===== src/rtl/pa_rtu_trap_arb.sv =====
`default_nettype none
// ---------------------------------------------------------------------------
// pa_rtu_trap_arb : retire-side trap arbiter (dbg > nmi > lockup > int) with
//                   IFU flush handshake, CP0 commit pulse and flush watchdog.
// Revision: 1.0
// ---------------------------------------------------------------------------
module pa_rtu_trap_arb #(
  parameter int TMO_W    = 8,
  parameter int INT_ID_W = 5
) (
  input  logic                trap_clk,
  input  logic                cpurst,
  input  logic                dbg_trap_req,
  input  logic                nmi_trap_req,
  input  logic                lockup_trap_req,
  input  logic                int_trap_req,
  input  logic [INT_ID_W-1:0] int_trap_id,
  input  logic                cp0_rtu_in_nmi,
  input  logic                retire_trap_dbgon,
  input  logic                retire_trap_ready,
  input  logic                ifu_rtu_trap_flush_ack,
  output logic                rtu_ifu_trap_flush_req,
  output logic                rtu_cp0_trap_vld,
  output logic [2:0]          rtu_cp0_trap_cause,
  output logic [INT_ID_W-1:0] rtu_cp0_trap_int_id,
  output logic [3:0]          trap_grant,
  output logic                rtu_sysio_trap_tmo,
  output logic                trap_arb_busy
);

  typedef enum logic [1:0] {
    IDLE = 2'b00,
    FLSH = 2'b01,
    CMT  = 2'b10
  } state_t;

  localparam logic [2:0]       CAUSE_NONE = 3'd0;
  localparam logic [2:0]       CAUSE_DBG  = 3'd1;
  localparam logic [2:0]       CAUSE_NMI  = 3'd2;
  localparam logic [2:0]       CAUSE_LKP  = 3'd3;
  localparam logic [2:0]       CAUSE_INT  = 3'd4;
  localparam logic [TMO_W-1:0] CNT_MAX    = '1;

  state_t              state;
  state_t              state_nxt;
  logic [2:0]          cause_q;
  logic [INT_ID_W-1:0] int_id_q;
  logic [TMO_W-1:0]    cnt_q;
  logic                tmo_q;

  logic                dbg_eff;
  logic                nmi_eff;
  logic                lkp_eff;
  logic                int_eff;
  logic                any_req;
  logic                capture;
  logic [2:0]          sel_cause;

  // Debug is never masked; NMI handler masks nmi/int, debug mode masks all others.
  assign dbg_eff = dbg_trap_req;
  assign nmi_eff = nmi_trap_req    && !cp0_rtu_in_nmi && !retire_trap_dbgon;
  assign lkp_eff = lockup_trap_req && !retire_trap_dbgon;
  assign int_eff = int_trap_req    && !cp0_rtu_in_nmi && !retire_trap_dbgon;
  assign any_req = dbg_eff || nmi_eff || lkp_eff || int_eff;
  assign capture = (state == IDLE) && retire_trap_ready && any_req;

  always_comb begin
    sel_cause = CAUSE_NONE;
    if (dbg_eff)      sel_cause = CAUSE_DBG;
    else if (nmi_eff) sel_cause = CAUSE_NMI;
    else if (lkp_eff) sel_cause = CAUSE_LKP;
    else if (int_eff) sel_cause = CAUSE_INT;
  end

  always_comb begin
    state_nxt = state;
    case (state)
      IDLE:    if (retire_trap_ready && any_req) state_nxt = FLSH;
      FLSH:    if (ifu_rtu_trap_flush_ack)       state_nxt = CMT;
      CMT:     state_nxt = IDLE;
      default: state_nxt = IDLE;
    endcase
  end

  always_ff @(posedge trap_clk) begin
    if (cpurst) begin
      state    <= IDLE;
      cause_q  <= CAUSE_NONE;
      int_id_q <= '0;
      cnt_q    <= '0;
      tmo_q    <= 1'b0;
    end else begin
      state <= state_nxt;
      if (capture) begin
        cause_q  <= sel_cause;
        int_id_q <= (sel_cause == CAUSE_INT) ? int_trap_id : '0;
        cnt_q    <= '0;
      end
      // Watchdog saturates; the flag is sticky until reset.
      if (state == FLSH && !ifu_rtu_trap_flush_ack && cnt_q != CNT_MAX) begin
        cnt_q <= cnt_q + 1'b1;
        if (cnt_q == CNT_MAX - 1'b1) tmo_q <= 1'b1;
      end
    end
  end

  always_comb begin
    rtu_ifu_trap_flush_req = (state == FLSH);
    rtu_cp0_trap_vld       = (state == CMT);
    trap_arb_busy          = (state == FLSH) || (state == CMT);
    trap_grant             = 4'b0000;
    if (state == CMT) begin
      case (cause_q)
        CAUSE_DBG: trap_grant = 4'b0001;
        CAUSE_NMI: trap_grant = 4'b0010;
        CAUSE_LKP: trap_grant = 4'b0100;
        CAUSE_INT: trap_grant = 4'b1000;
        default:   trap_grant = 4'b0000;
      endcase
    end
  end

  assign rtu_cp0_trap_cause  = cause_q;
  assign rtu_cp0_trap_int_id = int_id_q;
  assign rtu_sysio_trap_tmo  = tmo_q;

endmodule
`default_nettype wire


===== config.mk =====
export PLATFORM = sky130hd
export DESIGN_NAME = pa_rtu_trap_arb
export DESIGN_NICKNAME = d
export VERILOG_FILES = /design/src/rtl/pa_rtu_trap_arb.sv
export SDC_FILE = /design/constraint.sdc
export NUM_CORES = 1
export LEC_CHECK = 0
export CAP_MARGIN = 20
export CELL_PAD_IN_SITES_DETAIL_PLACEMENT = 1
export CELL_PAD_IN_SITES_GLOBAL_PLACEMENT = 1
export CORE_MARGIN = 8
export CORE_UTILIZATION = 34
export DETAILED_ROUTE_END_ITERATION = 10
export PLACE_DENSITY_LB_ADDON = 0.1
export SYNTH_ARGS = -nofsm -noshare
export SYNTH_HDL_FRONTEND = slang
export SYNTH_SLANG_ARGS = --single-unit

===== constraint.sdc =====
create_clock -name trap_clk -period 1.65 [get_ports trap_clk]
set_input_delay 0.33 -clock trap_clk [delete_from_list [all_inputs] [get_ports trap_clk]]
set_output_delay 0.33 -clock trap_clk [all_outputs]
set_load 0.01 [all_outputs]

After elaboration in Yosys (flattened, before gate mapping)
Index checks and enable logic that the tools add are counted.
{ "totals": {"register_bits": 19, "in_bits": 15} }
{ "op_classes": {"eq_ne": 11, "reduce_logical": 21, "muxes": 12, "n_addsub": 1} }
{ "ops": {"columns": ["op", "n"], "rows": [
  ["$mux 8", 2],
  ["$pmux 4 s4", 1],
  ["$mux 3", 4],
  ["$logic_and 1x1->1", 10],
  ["$add 8x1->8 const B", 1],
  ["$eq 8x8->1 const B", 1],
  ["$ne 8x8->1 const B", 1],
  ["$eq 3x2->1 const B", 2],
  ["$eq 3x3->1 const B", 2],
  ["$mux 5", 1],
  ["$logic_or 1x1->1", 4],
  ["$mux 2", 2],
  ["$mux 4", 1],
  ["$pmux 2 s2", 1],
  ["$reduce_and 2->1", 2],
  ["$eq 3x1->1 const B", 1],
  ["$logic_not 1->1", 3],
  ["$eq 2x1->1 const B", 1],
  ["$eq 2x2->1 const B", 1],
  ["$logic_not 2->1", 1],
  ["$ne 2x1->1 const B", 1],
  ["$ne 2x2->1 const B", 1],
  ["$reduce_bool 2->1", 1]
]} }

Depth between registers and ports, before layout
Gate-level depths: netlist of run 1.
{ "depth": {"depth_word": 9, "ltp_mapped": 6} }

Least setup slack after synthesis of run 1
No wires, ideal clock.
{ "synth_timing": {"path_type": "register to register", "start": "register state[1]", "end": "register cnt_q[1]", "slack_ns": 0.114, "stages_incl_launch_ff": 7, "n_path_buf": 0, "setup_ns": 0.127, "period_less_slack_ns": 1.536, "t_arrival_ns": 1.409, "path_cell_list": "dfxtp_1 > inv_1 > ha_1 > nor2b_1 > o21a_1 > and2_1 > a211oi_2"} }
{ "synth_via": {"elab_chain_cells": 4, "elab_cells_between_ends": 8, "cone_classes": "eq/ne: 1; mux: 1; reduce/logical: 6"} }
{ "synth_rtl": {"columns": ["item", "line", "source"], "rows": [
  ["from (decl)", "44", "state_t state;"],
  ["from (signal assigned)", "93", "state <= state_nxt;"],
  ["$eq 2x1->1 (*)", null, null],
  ["net rtu_ifu_trap_flush_req", "22", "output logic rtu_ifu_trap_flush_req,"],
  ["$logic_and 1x1->1 (*) (2 in a row)", "100", "if (state == FLSH && !ifu_rtu_trap_flush_ack && cnt_q != CNT_MAX) begin"],
  ["$mux 8 / $reduce_bool 2->1 (equally long branches)", null, null],
  ["to (signal assigned)", "101", "cnt_q <= cnt_q + 1'b1;"],
  ["to (decl)", "48", "logic [TMO_W-1:0] cnt_q;"]
]} }
Mark *: on every way through the listed nets, which the timed path passes. The rest lies on a longest branch.
A chain may end at the register's enable or synchronous reset.

Final worst setup path of run 1
{ "layout_timing": {"start": "register state[0]", "end": "output trap_grant[0]"} }
{ "layout_via": {"elab_chain_cells": 2} }
{ "layout_rtl": {"columns": ["item", "line", "source"], "rows": [
  ["$eq 2x2->1", "112", "if (state == CMT) begin"],
  ["$mux 4", "112", null],
  ["to (decl)", "26", "output logic [3:0] trap_grant,"]
]} }
No other way between the ends.

==> impl_metrics.tcl, run 1 <==
set metrics [dict create \
    synth_fp_nets 150 \
    syn_area_sq_um 1089 \
    register_area_sq_um 386.6 \
    drt-total-wl_mm 3.398 \
    rows 20 \
    track_usage 0.1275 \
    place_congestion 0.8135 \
    synthArstFlopShare 0 \
    synth_commonest_cells "19 x dfxtp_1, 12 x a21oi_1, 12 x o21ai_0, 10 x nand2_1, 8 x nand3_1" \
    clockBufferDepth 2 \
    ctsHoldBuffers 0 \
    clkLatencyLatePin_ns 0.30 \
    total_power_mw 1.421 \
    drive_above_1_share 0.3146 \
    syn-mean-instance-area_sq_um 8.504 \
    rsz0062_at_grt "yes" \
    critPathLaunchType "flip-flop" \
    fillers 380 \
    synth_top_area_frac 0.3494 \
    drt_iter0_drc 38 \
    synth_edf_count 0 \
    grt_antenna_before_repair 0 \
    ir_drop_mv 0.4513 \
    antenna_cells 0 \
    maxCapViolCount 0 \
    cp-end-kind "output pin" \
    dp_cells 216 \
    hpwl_mm 2.707 \
    holdCritPathClass "flip-flop to flip-flop" \
    final_hold_viol_count 0 \
    synth_warnings 0 \
    ys_seq_elements 19 \
    violations "setup timing" \
    critPathMaxFanout 3 \
    critPathArrivalTime_ns 1.32 \
    grt_max_degree 11 \
    ios 31 \
    p_leak_nw 0.6288 \
    grt_overflow 0 \
    finalSetupTns_ns -0.001492 \
    yosys.area.top_type "dfxtp_1" \
    cts_tree "done" \
    area_growth_syn_to_layout_pct 52.41 \
    htreeDepth 1 \
    grt_first_pass_wirelength_mm 5.492 \
    die_w_microns 72.58 \
    cts-root-buf "clkbuf_4" \
    tightest_slew_ns 0.4148 \
    synthFlopType "dfxtp_1" \
    fin_crit_ns 1.651 \
    synth_most_common_cell "dfxtp_1" \
    synth.distinct_cells 40 \
    num_vias 1156 \
    finClkSkew_ns 0.0006808 \
    pre_cts_slack_ns -0.3075 \
    core_sq_um 3053 \
    clk_pin_slew_ns 0.11 \
    max_slew_margin 0.7226 \
    crit_type "flip-flop to output pin" \
    avgRoutedWirePerCell_microns 15.31 \
    synth_cells 128 \
    layout.nets 201 \
    detail-route-antenna-nets 0 \
    fmax_mhz 605.5 \
    status "complete, but fails checks" \
    multi_input_area_sq_um 725.7 \
    finalCritPeriodShare 1.001 \
    powerDensity_nw_per_um2 856.4 \
    ys_seq_area_frac 0.3494 \
    initial_core_util 0.3566 \
    drc 0 \
    dr.pass1.iters 4 \
    numCtsBuffers 3 \
    setup_viol 1 \
    final_cell_count_no_fill 222 \
    die_area_sq_um 5268 \
    worst_slack_ns -0.001492 \
    grt_pass1_vias 1197 \
    yosys-top-cells-area "dfxtp_1 35%, ha_1 8.0%, a21oi_1 5.5%, o21ai_0 5.5%, nand3_1 3.7%" \
    slew_violations 0 \
    cts.sinks 19 \
    die_h_microns 72.58 \
    required_ns 1.32 \
    via_per_inst 5.207 \
    port_buffers 30 \
]
[per-layer routing]
| metal | wire (microns) | global-route usage | vias to the layer above |
|---|---|---|---|
| li1 | - | - | 567 |
| met1 | 1576 | 0.1555 | 563 |
| met2 | 1632 | 0.2137 | 22 |
| met3 | 168 | 0.03571 | 4 |
| met4 | 21 | 0.03111 | 0 |
| met5 | 0 | 0 | - |
[flip-flops by register name (all words and copies together) (netlist names)]
signal	count
cnt_q	8
rtu_cp0_trap_cause	3
state	2
rtu_cp0_trap_int_id	5
rtu_sysio_trap_tmo	1
[timing repair]
item	4_1_cts	5_1_grt
buffers inserted	1	1
gates resized for setup	40	14
pin swaps	2	9
endpoints found under the setup margin	10	22
[where the power goes]
part	internal [mW]	total (mW)	switching, mW
Clock	0.0941	0.247	0.153
Combinational	0.320	0.644	0.323
Sequential	0.499	0.530	0.0315
Total	0.913	1.42	0.508
[cell families (layout without fill, tap and decap cells)]
| family | after synthesis | after routing | share of synthesized area |
|---|---|---|---|
| AND/OR/NAND/NOR | 49 | 49 | 0.2563 |
| adder cells (fa/ha/maj) | 7 | 7 | 0.08046 |
| flip-flops | 19 | 19 | 0.3494 |
| multiplexers | 2 | 2 | 0.01839 |
| buffers and inverters | 11 | 61 | 0.05402 |
| AO/OA/AOI/OAI | 40 | 40 | 0.2414 |
[worst max-delay path, cell delays in order (launching register included)]
cell and delay (ns):
dfxtp_2 0.35, inv_2 0.06, ha_4 0.15, nor2b_4 0.15
nand2_1 0.07, nor2_1 0.10, buf_2 0.14
[metrics by stage]
stage | instance area (sq um) | hold slack [ns] | util
detailed placement | 1550 | 0.4691 | 0.5078
global placement | 1550 | 0.4580 | 0.5078
CTS | 1618 | 0.4857 | 0.5299
floorplan | 1089 | 0.4515 | -
finish | 1659 | 0.4785 | 0.5434
global route | 1659 | 0.5245 | 0.5434
[final cells by class]
class,instances,area share
inverters,6,0.01357
well taps,44,0.03318
flip-flops and latches,19,0.2330
multi-input cells,98,0.4374
clock buffers,4,0.01584
repair buffers,51,0.2670
[layout by cell type, fill, tap and decap left out, drive strengths merged, types with 2 or more instances in the layout]
cell	instances
inv	6
mux2i	2
nand2	10
clkbuf	5
o21a	2
or3	2
dlymetal6s2s	2
a211oi	3
ha	7
or4	2
nor2b	3
nand3	8
clkdlybuf4s50	21
nand4	5
nor2	6
buf	26
nand2b	4
a21oi	12
dfxtp	19
o21ai	15
a311oi	2
[final timing paths]
path | from | depth (start not counted) | endpoint | slack [ns]
setup reg to reg | state[1] | 8 | cnt_q[3] | 0.07
hold reg to reg | rtu_cp0_trap_int_id[1] | 2 | rtu_cp0_trap_int_id[1] | 0.48
hold / removal | rtu_cp0_trap_int_id[1] | 2 | rtu_cp0_trap_int_id[1] | 0.48
setup / recovery | state[0] | 6 | trap_grant[0] | -0.001
(Power assumes the default switching activity.)
==> run 2: changes to the inputs <==
Settings changed: REMOVE_ABC_BUFFERS set to 1.
==> run 2 against run 1 <==
The flow now finishes without violations. Critical path depth unchanged. Sequential share of layout area down 0.84 points. Setup slack improved by 0.035 ns. Fmax increased by 2.2%. Critical endpoint unchanged. Via count increased by 0.43%. Clock-buffer cell count fell by 1.
==> impl_metrics.tcl, run 2 (same netlist as run 1, synthesis figures left out) <==
set metrics [dict create \
    hpwl_mm 2.671 \
    rows 20 \
    net-switching-power_uw 536.4 \
    fillers 370 \
    fin_crit_ns 1.616 \
    finalCritPeriodShare 0.9796 \
    die_h_microns 72.58 \
    clockBufferDepth 2 \
    internal-power_uw 933.9 \
    required_ns 1.32 \
    grt_max_degree 12 \
    cp_slowest_stage_delay_ns 0.34 \
    slowest_stage "dfxtp_2" \
    critPathArrivalTime_ns 1.29 \
    slew_violations 0 \
    p_clk_frac 0.164 \
    maxCapViolCount 0 \
    numCtsBuffers 3 \
    die_w_microns 72.58 \
    comb_power_share 0.478 \
    rsz0062_at_grt "yes" \
    hold-worst-slack_ns 0.4896 \
    area_growth_syn_to_layout_pct 57.59 \
    detail-route-antenna-nets 0 \
    finClkSkew_ns 0.01226 \
    ios 31 \
    antenna_cells 0 \
    die_area_sq_um 5268 \
    top_register "cnt_q" \
    reg2reg_slack_ns 0.09 \
    tightest_slew_ns 0.3436 \
    final_hold_viol_count 0 \
    core_sq_um 3053 \
    final_cell_count_no_fill 225 \
    mostFrequentLayoutCells "23 x buf_4, 21 x clkdlybuf4s50_1, 15 x dfxtp_1" \
    crit_type "flip-flop to output pin" \
    ctsHoldBuffers 0 \
    pwr-share-seq 0.358 \
    register_area_sq_um 385.4 \
    largest_reg_flops 8 \
    clkLatencyLatePin_ns 0.31 \
    place_congestion 0.8420 \
    initial_core_util 0.3566 \
    grt_first_pass_wirelength_mm 5.789 \
    critPathLaunchType "flip-flop" \
    via_per_inst 5.160 \
    drc 0 \
    cts_tree "done" \
    num_vias 1161 \
    max_slew_margin 0.7709 \
    p_leak_nw 0.6463 \
    route.met2.wl_mm 1.829 \
    fin_util 0.5619 \
    holdCritPathClass "flip-flop to flip-flop" \
    drt-total-wl_mm 3.565 \
    powerDensity_nw_per_um2 857.1 \
    drt_iter0_drc 53 \
    layout.nets 204 \
    multi_input_area_sq_um 772.0 \
    cp-end-kind "output pin" \
    switching_share 0.3648 \
    grt_overflow 0 \
    r2r_cells 7 \
    dp_cells 217 \
    critPathMaxFanout 3 \
    cts.sinks 19 \
    layout_commonest_cell "buf_4" \
    cts-root-buf "clkbuf_4" \
    track_usage 0.1349 \
    grt_antenna_before_repair 0 \
    wl_met3_microns 128 \
    dr.max_layer_used "met4" \
    avgRoutedWirePerCell_microns 15.84 \
    m1WireLength_mm 1.580 \
    regToRegStartpoint "state[1]" \
    r2r_end "state[1]" \
    htreeDepth 1 \
    status "completed" \
    finalSetupTns_ns 0 \
    total_power_mw 1.470 \
    fmax_mhz 618.7 \
    worstSetupStartpoint "state[0]" \
    clk_pin_slew_ns 0.12 \
    drive_above_1_share 0.3425 \
    path_cells "inv_2 -> ha_4 -> nor2b_4 -> nand2_1 -> nor2_1 -> buf_2" \
    grt_pass1_vias 1240 \
    setup_viol 0 \
    port_buffers 30 \
    dr.pass1.iters 4 \
    critPathCapture "trap_grant[0]" \
    ir_drop_mv 0.5435 \
]
[run 2: power by group through the flow]
| stage | sequential, mW | clock (mW) | combinational (mW) |
|---|---|---|---|
| floorplan | 0.538 | 0 | 0.268 |
| global placement | 0.525 | 0 | 0.582 |
| detailed placement | 0.526 | 0 | 0.602 |
| CTS | 0.521 | 0.250 | 0.614 |
| global route | 0.531 | 0.277 | 0.768 |
| finish | 0.526 | 0.241 | 0.703 |
[run 2: repair_timing]
action / in CTS / in global routing
pin swaps: 5 / 5
resized for setup: 39 / 21
buffers inserted: 3 / 1
endpoints found under the setup margin: 13 / 23
[run 2: how the worst min path moves through the flow]
stage,startpoint,to,slack [ns],cells after the start
2_1_floorplan,cpurst,cnt_q[1],0.39,1
3_5_place_dp,rtu_sysio_trap_tmo,rtu_sysio_trap_tmo,0.47,2
4_1_cts,rtu_cp0_trap_int_id[3],rtu_cp0_trap_int_id[3],0.50,2
5_1_grt,rtu_cp0_trap_int_id[2],rtu_cp0_trap_int_id[2],0.53,2
6_report,rtu_sysio_trap_tmo,rtu_sysio_trap_tmo,0.49,2
3_3_place_gp,rtu_sysio_trap_tmo,rtu_sysio_trap_tmo,0.46,2
[run 2: final cells by class]
cell class	instances	area share
clock buffers	3	0.01313
clock inverters	1	0.002918
inverters	6	0.01459
multi-input cells	98	0.4500
flip-flops and latches	19	0.2247
well taps	44	0.03209
repair buffers	54	0.2626
[run 2: per-stage QoR]
step,worst slack [ns],cell area [sq um]
2_1_floorplan,0.1142,1052
3_3_place_gp,-0.2783,1558
3_5_place_dp,-0.4179,1558
4_1_cts,0.0002802,1622
5_1_grt,-0.06272,1715
6_report,0.03367,1715
[run 2: layer usage]
layer / track usage / vias up
met5: 0 / -
met4: 0.03333 / 0
met3: 0.02610 / 5
met2: 0.2575 / 24
met1: 0.1459 / 556
li1: - / 576
[run 2: critical path, delay by kind of cell, from the launching register on]
family        cells  cell delay, ns
fa+ha+maj         1            0.13
flops             1            0.34
buf+inv           2            0.22
simple gates      3            0.30
==> run 3: changes to the inputs <==
Settings changed: REMOVE_ABC_BUFFERS 1 to not set, SKIP_CTS_REPAIR_TIMING set to 1.
Clock period 1.65 ns to 1.7 ns, I/O delays scaled along.
==> run 3 against run 2 <==
Clock-buffer cell count is the same. Combinational power grew 3.8%. Die area is the same. Setup slack lost 0.018 ns. Critical path type is now input port to flip-flop. Critical endpoint is now cnt_q[1]. Largest cell class unchanged. Largest power group unchanged.
==> impl_metrics.tcl, run 3 (same netlist as run 1, synthesis figures left out) <==
set metrics [dict create \
    slowest_stage "clkdlybuf4s50_1" \
    required_ns 1.93 \
    rows 20 \
    layout_commonest_cell "clkdlybuf4s50_1" \
    antenna_cells 0 \
    place_congestion 0.8322 \
    powerDensity_nw_per_um2 865.0 \
    fin_area_sq_um 1722 \
    tightest_slew_ns 0.3853 \
    drc 0 \
    max_slew_margin 0.7423 \
    ios 31 \
    worst_slack_ns 0.01573 \
    crit_type "input port to flip-flop" \
    critPathTopFamily "compound AO/OA/AOI/OAI gates" \
    maxCapViolCount 0 \
    area_growth_syn_to_layout_pct 58.16 \
    r2r_cells 8 \
    cts-root-buf "clkbuf_4" \
    drt-total-wl_mm 3.727 \
    die_area_sq_um 5268 \
    avgRoutedWirePerCell_microns 16.71 \
    die_w_microns 72.58 \
    pre_cts_slack_ns -0.2551 \
    finClkSkew_ns 0.01250 \
    ir_drop_mv 0.5400 \
    grt_antenna_before_repair 0 \
    clk_pin_slew_ns 0.13 \
    cts_tree "done" \
    r2r_end "cnt_q[3]" \
    grt_overflow 0 \
    layout.nets 202 \
    placed_area_sq_um 1558 \
    cp_slowest_stage_delay_ns 0.41 \
    fmax_mhz 593.7 \
    regToRegStartpoint "state[1]" \
    grt_pass1_vias 1273 \
    p_leak_nw 0.6803 \
    worst-path-stages 6 \
    numCtsBuffers 3 \
    die_h_microns 72.58 \
    path_cells "clkdlybuf4s50_1 -> or2_1 -> a211oi_4 -> buf_4 -> o21ai_2 -> a211oi_2" \
    port_buffers 30 \
    fin_util 0.5639 \
    reg2reg_slack_ns 0.05 \
    rsz0062_at_grt "yes" \
    drive_above_1_share 0.3184 \
    clockBufferDepth 2 \
    critPathLaunchType "input port" \
    setup_viol 0 \
    cp_num_buf_inv 2 \
    dr.pass1.iters 4 \
    finalCritPeriodShare 0.9907 \
    slew_violations 0 \
    num_vias 1170 \
    track_usage 0.1380 \
    clkLatencyLatePin_ns 0.31 \
    htreeDepth 1 \
    hpwl_mm 2.854 \
    detail-route-antenna-nets 0 \
    worstSetupStartpoint "nmi_trap_req" \
    critPathMaxFanout 6 \
    grt_max_degree 12 \
    via_per_inst 5.247 \
    drt_iter0_drc 34 \
    initial_core_util 0.3566 \
    grt_first_pass_wirelength_mm 5.837 \
    holdCritPathClass "flip-flop to flip-flop" \
    core_sq_um 3053 \
    top_register "cnt_q" \
    mostFrequentLayoutCells "22 x clkdlybuf4s50_1, 21 x buf_4, 14 x dfxtp_1" \
    hold-worst-slack_ns 0.4856 \
    cp-end-kind "flip-flop" \
    fin_crit_ns 1.684 \
    critPathArrivalTime_ns 1.92 \
    largest_reg_flops 8 \
    cts.sinks 19 \
    critPathCapture "cnt_q[1]" \
    final_hold_viol_count 0 \
    status "completed" \
]
run 3: cell types whose count changed in the layout (fill, tap and decap cells not counted), sizes merged:
cell and change:
buf -3, dlymetal6s2s +3, clkdlybuf4s50 +1, dlygate4sd2 -3
run 3: layout make-up:
class                      count  area, sq um
clock inverter                 1        5.005
fill                         359         1331
timing repair buffer          52        451.7
clock buffer                   3        22.52
tap                           44        55.05
inverter                       6        22.52
sequential                    19        389.1
multi-input combinational     98        775.7
run 3: metrics by stage:
step | TNS [ns] | std cells | power, mW
after floorplan | 0 | 128 | 0.7990
after global placement | -2.589 | 217 | 1.082
after detailed placement | -3.611 | 217 | 1.109
after CTS | -3.227 | 221 | 1.360
after global routing | -0.2207 | 223 | 1.583
final | 0 | 223 | 1.489
run 3: power breakdown:
group	switching, mW	total, mW	internal, mW
clock	0.155	0.243	0.0878
sequential	0.0317	0.516	0.485
combinational	0.360	0.730	0.370
run 3: worst reg2reg max path: cells and delay by family (launching register included):
kind | cells | cell delay, ns
compound gates | 1 | 0.09
fa+ha+maj | 1 | 0.17
buf+inv | 3 | 0.42
flops | 1 | 0.35
simple gates | 3 | 0.55
run 3: worst min-delay path by stage:
stage	slack, ns	end	cells after the start	start
after detailed placement	0.47	rtu_cp0_trap_int_id[3]	2	rtu_cp0_trap_int_id[3]
after CTS	0.49	rtu_cp0_trap_int_id[2]	2	rtu_cp0_trap_int_id[2]
after floorplan	0.45	state[1]	2	state[1]
after global placement	0.46	rtu_cp0_trap_int_id[1]	2	rtu_cp0_trap_int_id[1]
after global routing	0.52	rtu_cp0_trap_int_id[3]	2	rtu_cp0_trap_int_id[3]
final	0.49	rtu_cp0_trap_int_id[3]	2	rtu_cp0_trap_int_id[3]
run 3: routing by layer:
metal	wire length (microns)	global-route usage	vias to the layer above
met5	0	0	-
met4	45	0.04889	0
met3	158	0.03159	6
met2	1906	0.2396	26
met1	1616	0.1603	569
li1	-	-	569
